[src/rtl/flow_ctrl_pkg.sv]
// Shared definitions for the multi-FIFO flow-control FSM:
// the state encoding and the lowest-set-bit encoder used for error_ch.
package flow_ctrl_pkg;

    typedef enum logic [2:0] {
        ST_RESET  = 3'd0,
        ST_INIT   = 3'd1,
        ST_IDLE   = 3'd2,
        ST_ACTIVE = 3'd3,
        ST_ERROR  = 3'd4
    } state_t;

    // Index of the lowest set bit; 0 when no bit is set.
    function automatic logic [7:0] lowest_set(input logic [31:0] vec);
        logic [7:0] idx;
        idx = '0;
        for (int unsigned i = 32; i > 0; i--) begin
            if (vec[i-1]) idx = 8'(i - 1);
        end
        return idx;
    endfunction

endpackage

[src/rtl/flow_ctrl_chan.sv]
// One output channel: pause hysteresis, saturating stall counter and
// the next registered pause value for this channel.
module flow_ctrl_chan #(
    parameter int unsigned STALL_MAX = 16,
    parameter int unsigned CNT_W     = 5
) (
    input  logic clk,
    input  logic rst,
    input  logic enb,
    input  logic clr,
    input  logic run,
    input  logic hold_all,
    input  logic force_all,
    input  logic almost_full,
    input  logic almost_empty,
    output logic pausa_next,
    output logic stall_hit
);

    logic             hyst_q;
    logic             hyst_d;
    logic [CNT_W-1:0] cnt_q;
    logic [CNT_W-1:0] cnt_d;

    always_comb begin
        hyst_d = hyst_q;
        if (clr) begin
            hyst_d = 1'b0;
        end else if (run) begin
            if (almost_full && !almost_empty)
                hyst_d = 1'b1;
            else if (almost_empty && !almost_full)
                hyst_d = 1'b0;
        end

        pausa_next = hold_all | (run & (hyst_d | force_all));

        // Counter tracks the pause value being registered this edge, so it
        // always equals the number of consecutive cycles pausa has been high.
        cnt_d = '0;
        if (!clr && pausa_next)
            cnt_d = (cnt_q == CNT_W'(STALL_MAX)) ? cnt_q : cnt_q + 1'b1;
    end

    assign stall_hit = (STALL_MAX != 0) && (cnt_q == CNT_W'(STALL_MAX));

    always_ff @(posedge clk) begin
        if (!rst) begin
            hyst_q <= 1'b0;
            cnt_q  <= '0;
        end else if (enb) begin
            hyst_q <= hyst_d;
            cnt_q  <= cnt_d;
        end
    end

endmodule

[src/rtl/flow_ctrl_fsm.sv]
// Flow-control FSM: one input FIFO feeding NUM_CH output FIFOs, with pause
// hysteresis, stall timeout, sticky error flags and error channel index.
module flow_ctrl_fsm
    import flow_ctrl_pkg::*;
#(
    parameter int unsigned NUM_CH    = 4,
    parameter int unsigned CH_W      = 3,
    parameter int unsigned STALL_MAX = 16,
    parameter int unsigned CNT_W     = 5
) (
    input  logic              clk,
    input  logic              rst,
    input  logic              enb,
    input  logic              iniciar,
    input  logic [NUM_CH:0]   almost_full,
    input  logic [NUM_CH:0]   full,
    input  logic [NUM_CH:0]   almost_empty,
    input  logic [NUM_CH:0]   empty,
    output logic [NUM_CH-1:0] pausa,
    output logic [NUM_CH-1:0] continuar,
    output logic              error_full,
    output logic              error_timeout,
    output logic [CH_W-1:0]   error_ch,
    output logic              idle,
    output logic [2:0]        state
);

    state_t            state_q;
    state_t            state_d;
    logic [NUM_CH-1:0] pausa_d;
    logic [NUM_CH-1:0] continuar_d;
    logic [NUM_CH-1:0] stall_hit;
    logic              err_full_d;
    logic              err_to_d;
    logic [CH_W-1:0]   err_ch_d;
    logic              idle_d;
    logic              full_hit;
    logic              stall_any;
    logic              clr;
    logic              run;
    logic              hold_all;
    logic              unused;

    assign full_hit  = |full;
    assign stall_any = |stall_hit;
    assign clr       = (state_d == ST_INIT) || (state_d == ST_RESET);
    assign run       = (state_d == ST_ACTIVE);
    assign hold_all  = (state_d == ST_ERROR);
    assign unused    = almost_empty[NUM_CH];

    for (genvar i = 0; i < NUM_CH; i++) begin : g_ch
        flow_ctrl_chan #(
            .STALL_MAX(STALL_MAX),
            .CNT_W    (CNT_W)
        ) u_chan (
            .clk         (clk),
            .rst         (rst),
            .enb         (enb),
            .clr         (clr),
            .run         (run),
            .hold_all    (hold_all),
            .force_all   (almost_full[NUM_CH]),
            .almost_full (almost_full[i]),
            .almost_empty(almost_empty[i]),
            .pausa_next  (pausa_d[i]),
            .stall_hit   (stall_hit[i])
        );
    end

    always_comb begin
        state_d = state_q;
        unique case (state_q)
            ST_RESET:  state_d = ST_INIT;
            ST_INIT:   if (iniciar) state_d = ST_IDLE;
            ST_IDLE,
            ST_ACTIVE: begin
                if (full_hit || stall_any)
                    state_d = ST_ERROR;
                else if (&empty)
                    state_d = ST_IDLE;
                else
                    state_d = ST_ACTIVE;
            end
            ST_ERROR:  if (iniciar) state_d = ST_INIT;
            default:   state_d = ST_RESET;
        endcase
    end

    // Outputs are computed for the state being entered, then registered.
    always_comb begin
        idle_d      = (state_d == ST_IDLE);
        continuar_d = '0;
        if (state_d == ST_IDLE)
            continuar_d = '1;
        else if (state_d == ST_ACTIVE)
            continuar_d = ~pausa_d;

        err_full_d = 1'b0;
        err_to_d   = 1'b0;
        err_ch_d   = '0;
        if (state_d == ST_ERROR) begin
            if (state_q == ST_ERROR) begin
                err_full_d = error_full;
                err_to_d   = error_timeout;
                err_ch_d   = error_ch;
            end else if (full_hit) begin
                err_full_d = 1'b1;
                err_ch_d   = CH_W'(lowest_set(32'(full)));
            end else begin
                err_to_d   = 1'b1;
                err_ch_d   = CH_W'(lowest_set(32'(stall_hit)));
            end
        end
    end

    always_ff @(posedge clk) begin
        if (!rst) begin
            state_q       <= ST_RESET;
            pausa         <= '0;
            continuar     <= '0;
            error_full    <= 1'b0;
            error_timeout <= 1'b0;
            error_ch      <= '0;
            idle          <= 1'b0;
        end else if (enb) begin
            state_q       <= state_d;
            pausa         <= pausa_d;
            continuar     <= continuar_d;
            error_full    <= err_full_d;
            error_timeout <= err_to_d;
            error_ch      <= err_ch_d;
            idle          <= idle_d;
        end
    end

    assign state = state_q;

endmodule

[config.mk]
export PLATFORM = sky130hd
export DESIGN_NAME = flow_ctrl_fsm
export DESIGN_NICKNAME = d
export VERILOG_FILES = /design/src/rtl/flow_ctrl_pkg.sv /design/src/rtl/flow_ctrl_chan.sv /design/src/rtl/flow_ctrl_fsm.sv
export SDC_FILE = /design/constraint.sdc
export NUM_CORES = 1
export LEC_CHECK = 0
export BUFFER_PORTS_ARGS = -buffer_cell sky130_fd_sc_hd__buf_4
export CAP_MARGIN = 10
export CORE_UTILIZATION = 60
export CTS_CLUSTER_DIAMETER = 120
export DETAILED_ROUTE_END_ITERATION = 16
export PLACE_DENSITY = 0.9
export SLEW_MARGIN = 10
export SYNTH_ARGS = -nofsm -noshare
export SYNTH_HDL_FRONTEND = slang
export SYNTH_SLANG_ARGS = --single-unit
[constraint.sdc]
create_clock -name clk -period 6.6 [get_ports clk]
set_clock_uncertainty 0.1 [all_clocks]
set_input_delay 0.99 -clock clk [delete_from_list [all_inputs] [get_ports clk]]
set_output_delay 0.99 -clock clk [all_outputs]
set_load 0.02 [all_outputs]
==> flow_summary.ini <==
[run_status]
status = finished, final reports clean

[power]
power.density_mw_per_mm2 = 184.8
peakVddDrop_mv = 0.1576
p_total_mw = 0.4954
p_leak_nw = 1.034

[cts]
cts_buffers = 5
cts-hold-fix-buffers = 0
htreeDepth = 2
cts_tree = yes
cts_resized = 0
clkTransAtPathRegs_ps = 70
cts_setup_buffers = 0
clk_latency_ps = 290
cts_sinks = 41
clockRootBuffer = clkbuf_8
cts_buffer_depth = 2

[die]
start_util_pct = 62.79
rows = 22
dieArea_sq_mm = 0.004113
pin_count = 41
die_w_um = 64.13
die_h_um = 64.13
core_sq_mm = 0.003689

[logic_synthesis]
syn_area_per_cell_sq_um = 7.986
synth_area_leader_cell = dfxtp_1
ys_types = 46
netlist_instances = 290
ys.flop_type = dfxtp_1
synth_area_leaders = dfxtp_1, a21oi_1, nand3_1
yosysTopAreaCellShare_pct = 35.44
synth-edff-count = 0
yosysSeqAreaShare_pct = 35.44
syn-num-nets = 322
ys_ff_latch = 41
syn_area_sq_mm = 0.002316
synth-async-reset-ratio_pct = 0
yosysWarnings = 0

[drt]
vias_per_cell = 6.164
drtIter0Drc = 151
wire_per_inst_um = 15.30
drtPass1Iterations = 4
antenna_left = 0
drc = 0
vias = 2299
wl_um = 5706

[sta]
max_slew_margin_pct = 30.37
final-hold-violation-count = 0
rsz0062_at_grt = no
fin_setup_tns_ps = 0
slew_viol_final = 0
fin_crit_ps = 3213
post-route-period-util_pct = 48.68
whs_ps = 361.3
finalSetupViolCount = 0
worst_slew_pin_slew_ps = 1043
max_freq_mhz = 311.2

[placed_design]
place_congestion = 0.8010
hpwlAfterDp_um = 3961
numPortBuffers = 39

[setup_path]
start_kind = primary input
cpPeakStageDelay_ps = 550
crit_buf_inv = 1
worstSetupEndpointType = flop
crit_path_max_fanout = 10
crit_type = in2reg
crit_chain = buf_4, or4_4, nor4_4, nand4_4, o21a_1, or4_1, a21oi_1
cp.arrival_ps = 3320
path_delay_family = simple AND/OR/NAND/NOR gates
critPathRequiredTime_ps = 6710
crit_slowest_cell = or4_4

[final_layout]
seq_area_sq_um = 820.8
drive_gt1_share_pct = 20.00
syn2layout_area_growth_pct = 15.72
multi_input_area_sq_mm = 0.001349
final_util_pct = 72.66
layout.cells.most_common = dfxtp_1
layout_common_cells = dfxtp_1, buf_4, nand2_1
final_nets = 357
antennaDiodeCount = 0
fill_cells = 299

[global_routing]
antenna_found_initial = 0
grt_start_max_net_pins = 35
grt_pass1_vias = 2160
overflow = 0
grt_first_pass_wirelength_um = 9522
grt_use_total_pct = 29.95

[run]
maxCapViolations = 0

[min_path]
hp-class = reg2reg
## cell usage after synthesis (5+ instances only)
cell type,count
nor3_1,9
o21ai_0,21
inv_1,17
dfxtp_1,41
ha_1,8
a211oi_1,5
clkbuf_1,8
nor2_1,27
nand2_1,31
nand3_1,24
or4_1,7
a21oi_1,26
## state kept, by name, summed over array words and instances (netlist names)
signal	count
idle	1
error_full	1
state	3
error_timeout	1
g_ch.u_chan.cnt_q	20
g_ch.u_chan.hyst_q	4
continuar	4
pausa	4
error_ch	3
## worst paths after layout
check | endpoint | start | cells after the start | slack [ps]
hold reg to reg | error_ch[2] | error_ch[2] | 2 | 360
setup reg to reg | g_ch[0].u_chan.cnt_q[2] | g_ch[2].u_chan.cnt_q[0] | 8 | 3720
setup / recovery | g_ch[2].u_chan.cnt_q[4] | full[0] | 7 | 3390
hold / removal | error_ch[2] | error_ch[2] | 2 | 360
## per-layer routing
| metal | global-route usage (%) | share of wire (%) |
|---|---|---|
| met5 | 0 | 0 |
| met4 | 13.89 | 2.3 |
| met3 | 7.143 | 6.5 |
| met2 | 51.33 | 49 |
| met1 | 35.11 | 42 |
## cell type report
cell class              count  area share, %
clock buffers               7          3.221
flip-flops and latches     41          30.63
multi-input cells         220          50.33
well taps                  48          2.241
inverters                  17          2.381
repair buffers             40          11.20
## worst min-delay path, stage by stage, from the launching register on
cell,delay [ps]
dfxtp_1,310
nand2_1,50
a21oi_1,50
## logic make-up after synthesis
kind of cell             after synthesis  synth area share (%)
AND/OR/NAND/NOR                      128                 30.52
buffers and inverters                 29                 6.321
adder cells (fa/ha/maj)               12                 6.051
AO/OA/AOI/OAI                         80                 21.66
flip-flops                            41                 35.44
## power breakdown
part | internal (mW) | total [mW] | switching [mW]
Combinational | 0.0286 | 0.0709 | 0.0423
Clock | 0.0830 | 0.166 | 0.0827
Sequential | 0.253 | 0.259 | 0.00579
## per-stage QoR
step | cell area [sq um] | cells | setup slack (ps)
floorplan | 2316 | 290 | 3502
global placement | 2594 | 366 | 3209
detailed placement | 2594 | 366 | 3103
CTS | 2680 | 373 | 3413
global route | 2680 | 373 | 3335
finish | 2680 | 373 | 3387
(Power assumes the default switching activity.)
